## src/rtl/vga_pkg.sv

```systemverilog
// Shared VGA overlay types and constants: coordinate/colour widths,
// rectangle configuration record, and named colours.
package vga_pkg;

   localparam int COORD_W = 10;
   localparam int COLOR_W = 12;

   typedef struct packed {
      logic [COORD_W-1:0] x0;
      logic [COORD_W-1:0] y0;
      logic [COORD_W-1:0] w;
      logic [COORD_W-1:0] h;
      logic [COLOR_W-1:0] color;
      logic               vis;
   } rect_cfg_t;

   localparam logic [COLOR_W-1:0] BG_COLOR    = 12'h000;
   localparam logic [COLOR_W-1:0] COLOR_RED   = 12'hF00;
   localparam logic [COLOR_W-1:0] COLOR_GREEN = 12'h0F0;
   localparam logic [COLOR_W-1:0] COLOR_BLUE  = 12'h00F;
   localparam logic [COLOR_W-1:0] COLOR_WHITE = 12'hFFF;

   // Exclusive end coordinate, one bit wider so an edge past the screen clips instead of wrapping.
   function automatic logic [COORD_W:0] coord_end(input logic [COORD_W-1:0] org,
                                                  input logic [COORD_W-1:0] len);
      return {1'b0, org} + {1'b0, len};
   endfunction

endpackage

```

## src/rtl/rect_hit.sv

```systemverilog
// Single-rectangle coverage test: is pixel (x, y) inside an enabled rectangle?
// Purely combinational; one instance per rectangle.
module rect_hit
   import vga_pkg::*;
(
   input  rect_cfg_t          cfg_i,
   input  logic [COORD_W-1:0] x_i,
   input  logic [COORD_W-1:0] y_i,
   output logic               hit_o
);

   logic [COORD_W:0] x_end;
   logic [COORD_W:0] y_end;
   logic             in_x;
   logic             in_y;
   logic             unused_color;

   assign unused_color = ^cfg_i.color;

   // Half-open range test on both axes; a zero width or height gives an empty range.
   always_comb begin
      x_end = coord_end(cfg_i.x0, cfg_i.w);
      y_end = coord_end(cfg_i.y0, cfg_i.h);
      in_x  = (x_i >= cfg_i.x0) && ({1'b0, x_i} < x_end);
      in_y  = (y_i >= cfg_i.y0) && ({1'b0, y_i} < y_end);
      hit_o = cfg_i.vis && in_x && in_y;
   end

endmodule

```

## src/rtl/rect_layer.sv

```systemverilog
// Multi-rectangle overlay renderer. Double-buffered rectangle configuration
// (shadow written any time, active loaded at frame start), parallel hit test,
// and a 2-stage pipeline ending in a priority-encoded colour.
module rect_layer #(
   parameter int                       N_RECT   = 4,
   parameter int                       COORD_W  = vga_pkg::COORD_W,
   parameter int                       COLOR_W  = vga_pkg::COLOR_W,
   parameter logic [COLOR_W-1:0]       BG_COLOR = vga_pkg::BG_COLOR,
   localparam int                      IDX_W    = (N_RECT > 1) ? $clog2(N_RECT) : 1
) (
   input  logic               clk,
   input  logic               rst_n,
   input  logic [COORD_W-1:0] x,
   input  logic [COORD_W-1:0] y,
   input  logic               display,
   input  logic               frame_start,
   input  logic               wr_en,
   input  logic [IDX_W-1:0]   wr_idx,
   input  logic [COORD_W-1:0] wr_x0,
   input  logic [COORD_W-1:0] wr_y0,
   input  logic [COORD_W-1:0] wr_w,
   input  logic [COORD_W-1:0] wr_h,
   input  logic [COLOR_W-1:0] wr_color,
   input  logic               wr_vis,
   output logic               pending,
   output logic [COLOR_W-1:0] rgb,
   output logic               hit,
   output logic [IDX_W-1:0]   hit_idx,
   output logic               display_q
);

   import vga_pkg::*;

   // Configuration banks
   rect_cfg_t          shadow_q [N_RECT];
   rect_cfg_t          shadow_d [N_RECT];
   rect_cfg_t          active_q [N_RECT];
   rect_cfg_t          active_d [N_RECT];
   logic [N_RECT-1:0]  dirty_q;
   logic [N_RECT-1:0]  dirty_d;
   rect_cfg_t          wr_cfg;
   logic               wr_ok;

   // Stage 1
   logic [N_RECT-1:0]  hit_vec;
   logic [N_RECT-1:0]  hit_vec_q;
   logic               disp1_q;
   logic [COLOR_W-1:0] color1_q [N_RECT];

   // Stage 2
   logic [COLOR_W-1:0] rgb_q;
   logic [COLOR_W-1:0] rgb_d;
   logic               hit_q;
   logic               hit_d;
   logic [IDX_W-1:0]   hit_idx_q;
   logic [IDX_W-1:0]   hit_idx_d;
   logic               disp2_q;

   // Commit reads the pre-write shadow, so a write landing on the frame_start
   // edge stays dirty and waits for the following frame.
   always_comb begin
      wr_cfg   = '{x0: wr_x0, y0: wr_y0, w: wr_w, h: wr_h, color: wr_color, vis: wr_vis};
      wr_ok    = wr_en && (int'(wr_idx) < N_RECT);
      shadow_d = shadow_q;
      active_d = active_q;
      dirty_d  = dirty_q;
      if (frame_start) begin
         for (int unsigned i = 0; i < N_RECT; i++) begin
            if (dirty_q[i]) begin
               active_d[i] = shadow_q[i];
            end
         end
         dirty_d = '0;
      end
      if (wr_ok) begin
         shadow_d[wr_idx] = wr_cfg;
         dirty_d[wr_idx]  = 1'b1;
      end
   end

   // Shadow/active banks and dirty flags.
   always_ff @(posedge clk or negedge rst_n) begin
      if (!rst_n) begin
         for (int unsigned i = 0; i < N_RECT; i++) begin
            shadow_q[i] <= '0;
            active_q[i] <= '0;
         end
         dirty_q <= '0;
      end else begin
         shadow_q <= shadow_d;
         active_q <= active_d;
         dirty_q  <= dirty_d;
      end
   end

   assign pending = |dirty_q;

   for (genvar g = 0; g < N_RECT; g++) begin : g_hit
      rect_hit u_rect_hit (
         .cfg_i (active_q[g]),
         .x_i   (x),
         .y_i   (y),
         .hit_o (hit_vec[g])
      );
   end

   // Stage 1: capture hit vector, display flag and a colour snapshot so a
   // commit on this edge cannot recolour a pixel already in flight.
   always_ff @(posedge clk or negedge rst_n) begin
      if (!rst_n) begin
         hit_vec_q <= '0;
         disp1_q   <= 1'b0;
         for (int unsigned i = 0; i < N_RECT; i++) begin
            color1_q[i] <= '0;
         end
      end else begin
         hit_vec_q <= hit_vec;
         disp1_q   <= display;
         for (int unsigned i = 0; i < N_RECT; i++) begin
            color1_q[i] <= active_q[i].color;
         end
      end
   end

   // Priority encode: lowest hitting index wins; blanking forces background.
   always_comb begin
      rgb_d     = BG_COLOR;
      hit_d     = 1'b0;
      hit_idx_d = '0;
      if (disp1_q) begin
         for (int unsigned i = 0; i < N_RECT; i++) begin
            if (hit_vec_q[i] && !hit_d) begin
               rgb_d     = color1_q[i];
               hit_d     = 1'b1;
               hit_idx_d = IDX_W'(i);
            end
         end
      end
   end

   // Stage 2: registered pixel outputs.
   always_ff @(posedge clk or negedge rst_n) begin
      if (!rst_n) begin
         rgb_q     <= BG_COLOR;
         hit_q     <= 1'b0;
         hit_idx_q <= '0;
         disp2_q   <= 1'b0;
      end else begin
         rgb_q     <= rgb_d;
         hit_q     <= hit_d;
         hit_idx_q <= hit_idx_d;
         disp2_q   <= disp1_q;
      end
   end

   assign rgb       = rgb_q;
   assign hit       = hit_q;
   assign hit_idx   = hit_idx_q;
   assign display_q = disp2_q;

endmodule

```

## config.mk

```make
export PLATFORM = sky130hd
export DESIGN_NAME = rect_layer
export DESIGN_NICKNAME = d
export VERILOG_FILES = /design/src/rtl/vga_pkg.sv /design/src/rtl/rect_hit.sv /design/src/rtl/rect_layer.sv
export SDC_FILE = /design/constraint.sdc
export NUM_CORES = 1
export LEC_CHECK = 0
export CORE_MARGIN = 1.5
export CORE_UTILIZATION = 50
export DETAILED_ROUTE_END_ITERATION = 7
export GPL_ROUTABILITY_DRIVEN = 0
export PLACE_DENSITY_LB_ADDON = 0.12
export SLEW_MARGIN = 40
export SYNTH_ARGS = -nofsm -noshare
export SYNTH_HDL_FRONTEND = slang
export SYNTH_SLANG_ARGS = --single-unit
export TNS_END_PERCENT = 1
```

## constraint.sdc

```tcl
create_clock -name clk -period 3.8 [get_ports clk]
set_input_delay 0.57 -clock clk [delete_from_list [all_inputs] [get_ports clk]]
set_output_delay 0.57 -clock clk [all_outputs]
set_load 0.01 [all_outputs]
```

=== Word-level counts from Yosys, hierarchy flattened ===
Index checks and enable logic that the tools add are counted.

* Bits in registers: 497
* Input bits: 80
* Output and inout bits: 17
* Logic and storage cells: 142

* Add/subtract/negate cells: 8
* Magnitude comparators: 20
* Muxes and demuxes: 24
* Bitwise gates (word level): 2
* Reduce and logical (&&, ||, !) cells: 29

{| class="wikitable"
|+ Operators with widths
! cell !! number
|-
| bitwise mux 212 bit || 1
|-
| demux 53 bit (select 2 bit) || 1
|-
| adder 10 x 10 -> 11 bit || 8
|-
| less-than comparator 10 x 11 -> 1 bit || 8
|-
| greater-or-equal comparator 10 bit || 8
|-
| 2-to-1 mux 12 bit || 5
|-
| 2-to-1 mux 53 bit || 1
|-
| logical AND 1 bit || 21
|-
| 2-to-1 mux 1 bit || 10
|-
| 2-to-1 mux 4 bit || 2
|-
| AND reduction 2 bit || 4
|-
| 2-to-1 mux 2 bit || 3
|-
| OR 4 bit || 1
|-
| OR reduction 4 bit || 1
|-
| greater-or-equal comparator 3 bit (second input constant) || 1
|-
| zero test 1 bit || 3
|-
| less-than comparator 2 x 3 -> 1 bit (second input constant) || 1
|-
| less-than comparator 3 x 1 -> 1 bit (second input constant) || 1
|-
| inverter 2 -> 3 bit || 1
|-
| demux 1 bit (select 2 bit) || 1
|-
| greater-or-equal comparator 2 x 1 -> 1 bit (second input constant) || 1
|}

=== Logic depth before layout (Yosys ltp) ===
* Word-level depth: 14
* Depth in mapped cells: 14
* Gate-level depth less buffers: 14

=== Hierarchy ===
A second synthesis with hierarchy kept.

* Cells, all modules: 1,879
* Area total of the unflattened synthesis: 24,569.8 um^2

{| class="wikitable"
|+ By module, submodules not included
! module !! times used !! cells an instance !! area an instance (um^2) !! seq. area each (um^2)
|-
| rect_layer || 1 || 1,035 || 18,001.0 || 12,436.9
|-
| rect_hit (g_hit[0].u_rect_hit ...) || 2 || 217 || 1,654.1 || 0.0
|-
| rect_hit (g_hit[2].u_rect_hit ...) || 2 || 205 || 1,630.3 || 0.0
|}

=== Worst setup path before layout ===
No wires, ideal clock.

* Kind: reg2reg
* From: reg active_q[149] in the netlist's numbering
* To: reg hit_vec_q[1]
* Setup time: 0.073 ns
* Arrival time: 3.022 ns
* Setup slack: 0.705 ns
* Stages on the path, launching flop included: 13
* Buffers on the path: 0
* Cell sequence: dfrtp_1 > ha_1 > fa_1 > a211oi_1 > o21bai_1 > a21oi_1 > xor2_1 > ha_1 > a21o_1 > a2111oi_2 > o21ai_1 > a2111o_1 > a21oi_2

* Word-level cells in the longest chain between the ends: 5
* Elaborated cells on any way between the ends: 6
* Classes of those cells: 1 x add/sub; 2 x order compare; 3 x reduce/logical

{| class="wikitable"
|+ RTL lines
! element !! RTL line !! RTL
|-
| from (decl) || rect_layer.sv:37 || <nowiki>rect_cfg_t active_q [N_RECT];</nowiki>
|-
| from (signal assigned) || rect_layer.sv:91 || <nowiki>active_q <= active_d;</nowiki>
|-
| adder 10 x 10 -> 11 bit || vga_pkg.sv:26 || <nowiki>return {1'b0, org} + {1'b0, len};</nowiki>
|-
| less-than comparator 10 x 11 -> 1 bit || rect_hit.sv:24 || <nowiki>in_x = (x_i >= cfg_i.x0) && ({1'b0, x_i} < x_end);</nowiki>
|-
| logical AND 1 bit * || rect_hit.sv:24 ||
|-
| logical AND 1 bit * (2 in a row) || rect_hit.sv:26 || <nowiki>hit_o = cfg_i.vis && in_x && in_y;</nowiki>
|-
| via g_hit[1].u_rect_hit.hit_o || rect_hit.sv:9 || <nowiki>output logic hit_o</nowiki>
|-
| to (signal assigned) || rect_layer.sv:117 || <nowiki>hit_vec_q <= hit_vec;</nowiki>
|-
| to (decl) || rect_layer.sv:46 || <nowiki>logic [N_RECT-1:0] hit_vec_q;</nowiki>
|}

The timed path passes the listed nets; every way through them passes the cells marked *.
A chain may end at the register's enable or synchronous reset.

=== Final worst setup path ===
* From: reg active_q[129] in the netlist's numbering
* To: reg hit_vec_q[1]

* Word-level cells in the longest chain between the ends: 5

{| class="wikitable"
|+ RTL lines
! element !! RTL line
|-
| adder 10 x 10 -> 11 bit || vga_pkg.sv:26
|-
| less-than comparator 10 x 11 -> 1 bit || rect_hit.sv:24
|-
| logical AND 1 bit || rect_hit.sv:24
|-
| logical AND 1 bit (2 in a row) || rect_hit.sv:26
|-
| via g_hit[1].u_rect_hit.hit_o || rect_hit.sv:9
|}

The timed path passes the listed nets, and every way through them passes these cells.

==> results.py <==
metrics = {
    "timing": {
        "finalClockSkew_ps": 16.4,
        "fmax_mhz": 288,
        "rsz0062_at_grt": "no",
        "tightest_slew_ps": 725,
        "post-route-min-period_ps": 3480,
        "fin_crit_sh_pct": 91.5,
        "setup_tns_ps": 0,
        "setup_violations": 0,
        "slew_viol_final": 0,
        "hold_viol": 0,
        "setup_slack_ps": 323,
        "slew_headroom_pct": 51.5,
    },
    "grt": {
        "grt_pass1_wl_mm": 90.6,
        "grt_max_degree": 97,
        "busiest_layer": "met2",
        "use_met2_pct": 41.0,
        "antenna_found_initial": 0,
        "met3_usage_pct": 2.69,
        "grt_usage_pct": 23.6,
        "first_global_vias": 15578,
        "grt_overflow": 0,
        "grt_util_met1_pct": 30.4,
    },
    "cts": {
        "cts_tree": "yes",
        "cts.sinks": 497,
        "cts_buffers": 52,
        "clock_latency_ps": 600,
        "post_cts_resized": 0,
        "clockBufferDepth": 3,
        "root_buffer": "clkbuf_16",
        "cts_htree_levels": 2,
        "worst_setup_hold_path_clk_slew_ps": 60,
        "cts_setup_buffers": 0,
    },
    "die": {
        "fp.dieH_um": 224,
        "ios": 97,
        "rows": 80,
        "die_x_um": 224,
        "start_util_pct": 51.0,
        "coreArea_mm2": 0.0479,
        "die_area_mm2": 0.0502,
    },
    "detailed_routing": {
        "final_antenna_net_count": 0,
        "drt_first_pass_iters": 5,
        "first_iter_violations": 648,
        "drc": 0,
        "drt_wl_total_mm": 56.8,
        "avgViaCountPerCell": 5.60,
        "drt-wirelength-per-cell_um": 21.4,
        "num_vias": 14845,
    },
    "logic_synthesis": {
        "synth-edff-count": 0,
        "yosysMostFrequentCell": "dfrtp_1",
        "syn_nets": 2197,
        "synth-seq-cells": 497,
        "synth_cell_types": 65,
        "synth_common_cells": "dfrtp_1 (497), mux2_2 (398), ha_1 (232)",
        "ys_seq_area_share_pct": 50.9,
        "synth_async_sr_flop_share_pct": 100,
        "syn_inst": 1877,
        "synth.top_cell.area_share_pct": 50.9,
        "ys_warn_count": 0,
        "synth_top_area_cell": "dfrtp_1",
        "syn_avg_cell_area_um2": 13.0,
        "syn_area_mm2": 0.0244,
        "yosys_most_used_dff": "dfrtp_1",
        "synth_area_leaders": "dfrtp_1 (51%), mux2_2 (18%), ha_1 (12%)",
    },
    "finish": {
        "fin_util_pct": 58.5,
        "n_antenna_cell": 0,
        "area_growth_pct": 14.8,
        "drive_gt1_share_pct": 25.8,
        "fin_nets": 2317,
        "finalInstanceArea_mm2": 0.0281,
    },
    "place": {
        "placed_cell_area_mm2": 0.0263,
        "hpwl_mm": 39.1,
        "dp_slack_ps": 359,
        "port_buffers": 96,
    },
    "setup_path": {
        "worstSetupPathType": "flip-flop to flip-flop",
        "worst_ep_required_time_ps": 4320,
        "crit_fanout": 3,
        "cp-start-kind": "flip-flop",
        "endpoint_kind": "flip-flop",
        "crit_arrival_ps": 4000,
    },
    "pwr": {
        "ir_drop_mv": 0.419,
        "finalPower_mw": 21.9,
        "p_per_area_mw_per_mm2": 781,
        "leakagePower_nw": 12.7,
    },
    "min_path": {
        "timing.hold.worst.class": "flip-flop to flip-flop",
    },
    "run_status": {
        "outcome": "finished clean",
    },
    "job": {
        "max_cap_viol_count": 0,
    },
}
[critical path, cell delays in order (launching register included)]
cell and delay, ps:
dfrtp_1 380, ha_1 230, fa_1 420, a211oi_1 320, o21bai_1 130, a21oi_1 180
xor2_1 190, ha_1 270, a21o_1 200, a2111oi_2 340, o21ai_1 130, a2111o_1 490
a21oi_2 120
[placed cells by master (no fill, tap or decap), drive strengths merged, types with 3 or more instances in the layout]
cell type,n
and2,12
inv,104
bufinv,4
xor2,37
nor3,25
a2111oi,13
ha,232
mux2,424
o21bai,14
a31o,5
clkinv,5
o211ai,5
nor4,5
o21a,27
a21oi,68
or3,4
a31oi,5
nand3,23
clkbuf,78
a22oi,23
a211oi,16
o221ai,6
clkdlybuf4s50,95
buf,22
nand2b,14
nor2b,13
a211o,5
o21ai,72
o41ai,4
a21o,12
nand4,8
dfrtp,497
fa,8
clkinvlp,5
xnor2,26
or4,3
nand2,35
nor2,58
[per-layer routing]
metal / vias to the layer above / share of wire (%)
li1: 7057 / -
met1: 7508 / 44
met2: 182 / 50
met3: 98 / 2.4
met4: 0 / 3.4
met5: - / 0
[final cells by class]
cell class	instances	area (um^2)
Tap cell	615	769
Sequential cell	497	12400
Clock buffer	78	1580
Timing Repair Buffer	118	1270
Multi-Input combinational cell	1227	11400
Inverter	101	379
Clock inverter	17	209
Fill cell	3876	19900
[stage by stage]
stage                     std cells  hold slack [ps]
after detailed placement       2557              357
after floorplan                1877              274
after global routing           2653              373
after global placement         2557              353
final                          2653              368
after CTS                      2653              370
[registers in the layout, indices dropped and copies added, names as in the netlist]
register / count
hit_vec_q: 4
display_q: 1
rgb: 12
dirty_q: 4
color1_q: 48
disp1_q: 1
shadow_q: 212
hit_idx: 2
active_q: 212
hit: 1
[worst paths after layout]
| check | startpoint | to | slack, ps | cells past startpoint |
|---|---|---|---|---|
| worst max-delay path | active_q[129]$_DFFE_PN0P_ | hit_vec_q[1]$_DFF_PN0_ | 320 | 12 |
| worst min-delay path | active_q[1]$_DFFE_PN0P_ | color1_q[0]$_DFF_PN0_ | 370 | 0 |
| worst max register to register | active_q[129]$_DFFE_PN0P_ | hit_vec_q[1]$_DFF_PN0_ | 320 | 12 |
| worst min register to register | active_q[1]$_DFFE_PN0P_ | color1_q[0]$_DFF_PN0_ | 370 | 0 |
| max in group asynchronous | rst_n | active_q[1]$_DFFE_PN0P_ | 1970 | 4 |
| min in group asynchronous | rst_n | active_q[120]$_DFFE_PN0P_ | 500 | 2 |
[power by group]
group	internal (mW)	switching [mW]
Combinational	4.33	4.45
Clock	3.14	2.10
Sequential	6.84	1.06
[cell families after synthesis]
family / Yosys count / synth area share (%)
DFF: 497 / 50.9
xor gates and xnor gates: 63 / 2.26
and+or+nand+nor: 206 / 4.16
buffers and inverters: 153 / 2.57
AOI/OAI and AO/OA: 294 / 8.05
adders and majority gates: 240 / 12.5
muxes: 424 / 19.5
[what timing repair did]
action                                  in CTS  in global routing
endpoints found under the setup margin       0                  0
hold buffers                                 1                  0
endpoints found under the hold margin       55                  0
(Power assumes the default switching activity.)
